<file path="src/rtl/inst_loader.sv">
// Assembles UART bytes (MSB first) into instruction words and writes them to
// consecutive instruction-memory addresses until HALT or the memory is full.
//   IDLE  | waiting for start, bytes ignored
//   LOAD  | collecting bytes of the current word
//   WRITE | one-cycle write strobe for the completed word
//   DONE  | load finished (halt or overflow), bytes ignored
module inst_loader #(
  parameter int                  N_BITS    = 8,
  parameter int                  NB_DATA   = 32,
  parameter int                  NB_ADDR   = 8,
  parameter logic [NB_DATA-1:0]  HALT_INST = 32'hFFFF_FFFF
) (
  input  logic               i_clock,
  input  logic               i_reset,
  input  logic               i_start,
  input  logic               i_rx_done,
  input  logic [N_BITS-1:0]  i_rx_data,
  output logic [NB_DATA-1:0] o_inst_load,
  output logic [NB_ADDR-1:0] o_address,
  output logic               o_en_write,
  output logic               o_busy,
  output logic               o_done,
  output logic               o_overflow,
  output logic [1:0]         o_byte_cnt
);

  typedef enum logic [1:0] {IDLE, LOAD, WRITE, DONE} state_t;

  state_t             state, next_state;
  logic [NB_DATA-1:0] shift_word;
  logic [NB_ADDR-1:0] addr;
  logic               start_ok;
  logic               last_addr;
  logic               is_halt;
  logic               accept;

  assign start_ok  = i_start & ((state == IDLE) | (state == DONE));
  assign last_addr = (addr == {NB_ADDR{1'b1}});
  // o_inst_load holds the word being written while in WRITE
  assign is_halt   = (o_inst_load == HALT_INST);
  // a byte seen during WRITE only counts if loading continues afterwards
  assign accept    = i_rx_done & ((state == LOAD) | ((state == WRITE) & (next_state == LOAD)));

  always_ff @(posedge i_clock or posedge i_reset) begin
    if (i_reset) state <= IDLE;
    else         state <= next_state;
  end

  always_comb begin
    next_state = state;
    case (state)
      IDLE:    if (i_start) next_state = LOAD;
      LOAD:    if (i_rx_done && (o_byte_cnt == 2'd3)) next_state = WRITE;
      WRITE:   next_state = (is_halt || last_addr) ? DONE : LOAD;
      DONE:    if (i_start) next_state = LOAD;
      default: next_state = IDLE;
    endcase
  end

  always_comb begin
    o_busy     = (state == LOAD) | (state == WRITE);
    o_en_write = (state == WRITE);
  end

  always_ff @(posedge i_clock or posedge i_reset) begin
    if (i_reset) begin
      shift_word  <= '0;
      addr        <= '0;
      o_byte_cnt  <= 2'd0;
      o_done      <= 1'b0;
      o_overflow  <= 1'b0;
      o_inst_load <= '0;
      o_address   <= '0;
    end else if (start_ok) begin
      shift_word <= '0;
      addr       <= '0;
      o_byte_cnt <= 2'd0;
      o_done     <= 1'b0;
      o_overflow <= 1'b0;
    end else begin
      if (accept) begin
        shift_word <= {shift_word[NB_DATA-N_BITS-1:0], i_rx_data};
        o_byte_cnt <= o_byte_cnt + 2'd1;
        if ((state == LOAD) && (o_byte_cnt == 2'd3)) begin
          o_inst_load <= {shift_word[NB_DATA-N_BITS-1:0], i_rx_data};
          o_address   <= addr;
        end
      end
      if (state == WRITE) begin
        if (is_halt)        o_done     <= 1'b1;
        else if (last_addr) o_overflow <= 1'b1;
        else                addr       <= addr + NB_ADDR'(1);
      end
    end
  end

endmodule

</file>
<file path="config.mk">
export PLATFORM = sky130hd
export DESIGN_NAME = inst_loader
export DESIGN_NICKNAME = d
export VERILOG_FILES = /design/src/rtl/inst_loader.sv
export SDC_FILE = /design/constraint.sdc
export NUM_CORES = 1
export LEC_CHECK = 0
export ABC_CLOCK_PERIOD_IN_PS = 4190
export BUFFER_PORTS_ARGS = -buffer_cell sky130_fd_sc_hd__buf_2
export CORE_MARGIN = 4
export CORE_UTILIZATION = 49
export DETAILED_ROUTE_END_ITERATION = 8
export GPL_TIMING_DRIVEN = 0
export PLACE_DENSITY = 0.71
export SYNTH_ARGS = -nofsm -noshare
export SYNTH_HDL_FRONTEND = slang
export SYNTH_SLANG_ARGS = --single-unit
</file>
<file path="constraint.sdc">
create_clock -name i_clock -period 4.19 [get_ports i_clock]
set_input_delay 0 -clock i_clock [delete_from_list [all_inputs] [get_ports i_clock]]
set_output_delay 0 -clock i_clock [all_outputs]
set_load 0.02 [all_outputs]
</file>
==> flow_summary.ini, run 1 <==
[run_status]
status = complete, no violations

[critical_path]
start_kind = flop
path_cells = inv_1 -> ha_1 -> and2_1 -> clkbuf_1 -> nor3b_1 -> buf_2 -> mux2_2
cp_slowest_cell = dfrtp_1
path_max_fanout = 10
cp.required_ns = 4.42
end_kind = flop
cp_data_arrival_time_ns = 2.70
crit_type = flop to flop
cp_slowest_stage_delay_ns = 0.43
reg2reg_slack_ns = 1.72

[route]
drt_iter0_markers = 86
drc = 0
wl_per_cell_um = 16.28
drt_wl_total_um = 7328
drt-pass1-iter-count = 4
viasPerCell = 5.256
dr_total_vias = 2365
antenna_left = 0

[sta]
finalCriticalPeriod_ns = 2.473
fmax_mhz = 404.3
slew_headroom_pct = 63.35
slew_violations = 0
fin_crit_sh_pct = 59.03
setup_violations = 0
fin_ws_ns = 1.717
whs_ns = 0.09504
fin_worst_skew_ns = 0.008876
setup_tns_ns = 0
rsz0062_at_grt = no
timing.final.hold_violations = 0
worst_pin_slew_ns = 0.5452

[worst_hold_path]
worstHoldPathType = primary input to flop

[logic_synthesis]
synth_cell_type_count = 40
ys_seq_elements = 78
yosysSeqAreaShare_pct = 56.46
synth_nets = 287
syn_area_um2 = 3457
ys_warn_count = 0
avgSynthCellArea_um2 = 12.80
netlist_instances = 270

[grt]
overflow = 0
grt_pass1_wl_um = 12390
grt_max_degree = 53
grt_pass1_vias = 2493
antenna_found_initial = 0
gr-usage-all-layers_pct = 18.88

[clock_tree]
cts.sinks = 78
clockRootBuffer = clkbuf_8
cts_setup_buffers = 0
clock_latency_ns = 0.35
clk_path_buf_depth = 2
cts.clk_slew.worst_paths_ns = 0.08
ctsResizeCount = 0
numCtsBuffers = 9
tritoncts = yes
cts-htree-levels = 3

[die]
row_count = 30
dieWidth_um = 92.00
core_area_um2 = 6832
initial_core_util_pct = 50.60
die_area_um2 = 8463
io-pin-count = 58
die_y_um = 92.00

[pwr]
p_clk_share_pct = 22.0
leakagePower_nw = 2.266
powerDensity_nw_per_um2 = 673.9
power_w = 0.002841
ir_drop_mv = 0.3188
pwr-share-comb_pct = 36.9
intPower_w = 0.001784
seqPwrFrac_pct = 41.1
switchingPower_w = 0.001056
p_sw_share_pct = 37.19

[placed_design]
dp_hpwl_um = 5079
dp_slack_ns = 1.729
gp_congestion = 0.7766
port_buffers = 57
post_dp_cell_area_um2 = 3892

[job]
cap_violations = 0

[layout]
fin_area_um2 = 4215
num_antenna_cells = 0
drive_above_1_share_pct = 35.59
multi_input_area_um2 = 1375
regArea_um2 = 1952
nets = 366
fillers = 573
area_delta_synth_final_pct = 21.93
Yosys cell counts, drive strengths merged:
library cell	number	area, um^2
a31oi	2	12.51
a21oi	6	30.03
or3	2	12.51
buf	8	76.32
clkbuf	1	3.750
mux2	40	450.4
dlygate4sd1	2	17.52
o21a	1	7.510
inv	6	22.52
dfrtp	78	1952
nand3	4	20.02
o22a	1	8.760
nor3b	1	7.510
dlygate4sd3	1	10.01
a41oi	1	16.27
nor2	6	22.52
and3	1	11.26
a41o	3	31.28
nand2	41	153.9
a21bo	1	10.01
a21boi	1	11.26
o21ai	4	20.02
nor4	2	25.02
nand4	10	62.56
nor2b	1	6.260
a311oi	1	8.760
o31ai	1	7.510
nand2b	4	25.02
and4b	1	10.01
ha	5	62.56
a22oi	1	7.510
and4	1	11.26
a221oi	1	26.28
and2	3	18.77
o211ai	1	7.510
mux2i	27	270.3
logic make-up after synthesis:
kind of cell,count (synthesis),synth area share [%]
compound gates,25,5.936
flops,78,56.46
simple gates,77,11.18
mux,67,20.85
fa+ha+maj,5,1.810
buf+inv,18,3.764
per-stage QoR:
stage               std cells  utilization, %
floorplan                 270               -
global placement          423           56.54
detailed placement        424           56.98
CTS                       450           61.70
global route              450           61.70
finish                    450           61.70
flip-flops by register name, summed over array words and instances, names as in the netlist:
register and flops:
state 2, shift_word 24, o_inst_load 32, o_address 8, o_byte_cnt 2, o_overflow 1, o_done 1, addr 8
cell type report:
| cell class | instances | share of cell area (%) |
|---|---|---|
| clock buffers | 11 | 3.354 |
| inverters | 6 | 0.5936 |
| clock inverters | 5 | 1.929 |
| multi-input cells | 174 | 32.62 |
| repair buffers | 68 | 9.795 |
| flip-flops and latches | 78 | 46.30 |
| plain buffers | 12 | 2.553 |
| well taps | 96 | 2.850 |
power groups by stage:
stage / sequential, W / clock, W / combinational, W
floorplan: 0.00129 / 0 / 0.000609
global placement: 0.00117 / 0 / 0.00103
detailed placement: 0.00118 / 0 / 0.00105
CTS: 0.00117 / 0.000639 / 0.00106
global route: 0.00120 / 0.000667 / 0.00115
finish: 0.00117 / 0.000624 / 0.00105
cell usage in the layout (no fill, tap or decap), drive strengths merged, types with 2 or more instances in the layout:
master	Yosys	routed
a21oi	6	6
a31oi	2	2
a41o	3	3
and2	3	3
buf	8	66
bufinv	0	2
clkbuf	1	12
dfrtp	78	78
dlygate4sd1	2	2
dlygate4sd3	1	11
ha	5	5
inv	6	7
mux2	40	40
mux2i	27	27
nand2	41	41
nand2b	4	4
nand3	4	4
nand4	10	10
nor2	6	6
nor4	2	2
o21ai	4	4
or3	2	2
critical path: cells and delay by family (launching register included):
family | cells | cell delay [ns]
buffers and inverters | 3 | 0.65
AND/OR/NAND/NOR | 2 | 0.58
adder cells (fa/ha/maj) | 1 | 0.33
multiplexers | 1 | 0.38
flip-flops | 1 | 0.43
final timing paths:
kind	from	to	cells after the start
worst min register to register	o_address[1]	o_address[1]	1
worst max register to register	state[0]	o_inst_load[13]	7
min in group asynchronous	i_reset	state[1]	3
max in group asynchronous	i_reset	shift_word[13]	4
worst min-delay path	i_start	state[0]	4
worst max-delay path	state[0]	o_inst_load[13]	7
layer usage:
metal	vias to the layer above	global-route usage, %	part of all wire [%]
li1	1125	-	-
met1	1185	25.39	47
met2	44	29.14	47
met3	11	4.348	4.0
met4	0	8.663	1.8
met5	-	0	0
repair_timing:
| item | 4_1_cts | 5_1_grt |
|---|---|---|
| endpoints found under the hold margin | 58 | 0 |
| setup endpoints to repair | 0 | 0 |
| hold buffers | 10 | 0 |
Note: power is estimated with default switching activity, not from simulation.
==> run 2, diff against run 1 <==
--- a/config.mk
+++ b/config.mk
@@ -5,13 +5,14 @@
 export SDC_FILE = /design/constraint.sdc
 export NUM_CORES = 1
 export LEC_CHECK = 0
-export ABC_CLOCK_PERIOD_IN_PS = 4190
+export ABC_AREA = 1
+export ABC_CLOCK_PERIOD_IN_PS = 2000
 export BUFFER_PORTS_ARGS = -buffer_cell sky130_fd_sc_hd__buf_2
 export CORE_MARGIN = 4
 export CORE_UTILIZATION = 49
 export DETAILED_ROUTE_END_ITERATION = 8
 export GPL_TIMING_DRIVEN = 0
-export PLACE_DENSITY = 0.71
+export PLACE_DENSITY = 0.74
 export SYNTH_ARGS = -nofsm -noshare
 export SYNTH_HDL_FRONTEND = slang
 export SYNTH_SLANG_ARGS = --single-unit
==> constraint.sdc (replaced) <==
create_clock -name i_clock -period 2 [get_ports i_clock]
set_input_delay 0 -clock i_clock [delete_from_list [all_inputs] [get_ports i_clock]]
set_output_delay 0 -clock i_clock [all_outputs]
set_load 0.02 [all_outputs]
==> flow_summary.ini, run 2 <==
[job]
cap_violations = 0

[critical_path]
path_max_fanout = 10
cp.required_ns = 2.24
path_cells = inv_1 -> ha_1 -> nand2_2 -> nand3_1 -> nor2_4 -> buf_12 -> buf_6 -> mux2_2
crit_type = flop to flop
critical_path_buf_inv_count = 3
start_kind = flop
end_kind = flop
cp_data_arrival_time_ns = 2.18
cp_slowest_stage_delay_ns = 0.36
cp_slowest_cell = dfrtp_1
cp_top_family = simple AND/OR/NAND/NOR gates

[clock_tree]
numCtsBuffers = 9
tritoncts = yes
cts.clk_slew.worst_paths_ns = 0.08
clockRootBuffer = clkbuf_8
cts-htree-levels = 3
clk_path_buf_depth = 2
clock_latency_ns = 0.35
cts.sinks = 78

[die]
initial_core_util_pct = 50.82
row_count = 30
die_y_um = 92.18
dieWidth_um = 92.18
io-pin-count = 58
core_area_um2 = 6832
die_area_um2 = 8496

[placed_design]
port_buffers = 57
gp_congestion = 0.8574
dp_cells = 484
dp_hpwl_um = 5540

[logic_synthesis]
synth_cell_type_count = 30
synth_xor_area_share_pct = 0.7568
synthTopCellsByArea = dfrtp_1, mux2_2, nand2_1, nand4_1, nand3_1
synth-simple-area-share_pct = 21.44
synth_nets = 347
synth_most_common_cell = dfrtp_1
synthAdderAreaFrac_pct = 1.802
synth_edf_count = 0
synth_compound_area_share_pct = 3.063
synth_ff_type = dfrtp_1
yosysSeqAreaShare_pct = 56.22
syn_area_um2 = 3472
netlist_instances = 330
yosysTopAreaCell = dfrtp_1
ys_seq_elements = 78
synth_commonest_cells = dfrtp_1, nand2_1, nand3_1
ys_warn_count = 0
synthMuxAreaShare_pct = 11.68
avgSynthCellArea_um2 = 10.52
async_flop_share_pct = 100.0
synth_top_area_share_pct = 56.22
synth_top_family_by_area = simple AND/OR/NAND/NOR gates

[grt]
gr-usage-all-layers_pct = 19.87
grt_pass1_vias = 2661
antenna_found_initial = 0
overflow = 0
grt_pass1_wl_um = 13150
grt_max_degree = 43

[worst_hold_path]
worstHoldPathType = primary input to flop

[sta]
whs_ns = 0.03527
worst_pin_slew_ns = 0.4704
setup_violations = 0
fin_crit_sh_pct = 96.97
finalCriticalPeriod_ns = 1.939
fin_worst_skew_ns = 0.008322
slew_violations = 0
fmax_mhz = 515.6
slew_headroom_pct = 68.64
timing.final.hold_violations = 0

[route]
drt_wl_total_um = 8030
drt_iter0_markers = 127
dr_total_vias = 2706
drt-pass1-iter-count = 4
wl_per_cell_um = 15.41
antenna_left = 0
viasPerCell = 5.194
drc = 0

[layout]
final_util_pct = 63.08
fillers = 566
regArea_um2 = 1952
drive_above_1_share_pct = 32.24
reg_top3 = o_inst_load: 32 flops, shift_word: 24 flops
regMostFlops = o_inst_load
final_cell_mix = dfrtp_1, nand2_1, buf_2
num_antenna_cells = 0
multi_input_area_um2 = 1366
area_delta_synth_final_pct = 24.11
final_cell_count_no_fill = 521
nets = 437
largest_register_ffs = 32
final_common_cell = dfrtp_1

[pwr]
ir_drop_mv = 0.6271
powerDensity_nw_per_um2 = 1261
leakagePower_nw = 2.261

[run_status]
status = complete, no violations
[run 2: cell count changes after synthesis, sizes merged, moves of 4 or more]
| cell | change |
|---|---|
| inv | +12 |
| nor2 | +15 |
| mux2i | -27 |
| nand3 | +29 |
| nand2 | +30 |
| nand2b | -4 |
| buf | +7 |
| mux2 | -4 |
| nand4 | +16 |
[run 2: worst paths after layout]
path                              start              end  slack [ns]  cells after the start
setup / recovery               state[0]  o_inst_load[14]        0.06                      8
hold / removal                i_rx_done         state[0]        0.04                      6
setup reg to reg               state[0]  o_inst_load[14]        0.06                      8
hold reg to reg            o_address[1]     o_address[1]        0.49                      1
max in group asynchronous       i_reset  o_inst_load[24]        1.21                      4
min in group asynchronous       i_reset          addr[0]        0.21                      3
[run 2: routing by layer]
layer / track usage, % / vias up / part of all wire, %
met2: 32.73 / 64 / 50
met3: 3.692 / 13 / 4.1
met4: 7.054 / 0 / 1.4
li1: - / 1314 / -
met1: 26.36 / 1315 / 45
met5: 0 / - / 0
[run 2: repair_timing]
action	CTS	global route
pin swaps	0	3
endpoints found under the setup margin	39	57
hold buffers	9	0
hold endpoints to repair	52	0
resized for setup	3	11
setup buffers	0	12
[run 2: area by class of cell]
type / instances / share of cell area (%)
buffer: 17 / 2.962
clock buffer: 11 / 3.281
sequential: 78 / 45.30
clock inverter: 5 / 0.7840
tap: 96 / 2.787
inverter: 18 / 1.626
timing repair buffer: 79 / 11.56
multi-input combinational: 217 / 31.71
[run 2: stage by stage]
| step | TNS (ns) | power [W] | instance area [um^2] | worst slack (ns) |
|---|---|---|---|---|
| after global placement | -69.67 | 0.004086 | 3877 | -0.8611 |
| after CTS | -0.4353 | 0.005276 | 4175 | -0.03378 |
| after floorplan | 0 | 0.003568 | 3472 | 0.004969 |
| final | 0 | 0.005433 | 4309 | 0.06061 |
| after global routing | -0.7430 | 0.005780 | 4309 | -0.04884 |
| after detailed placement | -3.973 | 0.004164 | 3900 | -0.1739 |
[run 2: cells by family (layout without fill, tap and decap cells)]
family	after synthesis	in the layout
buffers and inverters	35	130
DFF	78	78
and+or+nand+nor	155	155
xor gates and xnor gates	3	3
muxes	36	36
AOI/OAI and AO/OA	18	18
adders and majority gates	5	5
[run 2: tightest hold or removal path, stage by stage]
cell and delay, ns:
buf_2 0.09, nand2_1 0.06, nand2_1 0.07, nand2_1 0.05, o31ai_1 0.05, inv_1 0.03
[run 2: where the power goes]
group	switching [W]	total, W	leakage, nW	internal [W]
clock network	0.000578	0.00106	0.0857	0.000484
registers	0.000317	0.00229	1.07	0.00197
logic	0.00128	0.00208	1.11	0.000803
total	0.00217	0.00543	2.26	0.00326
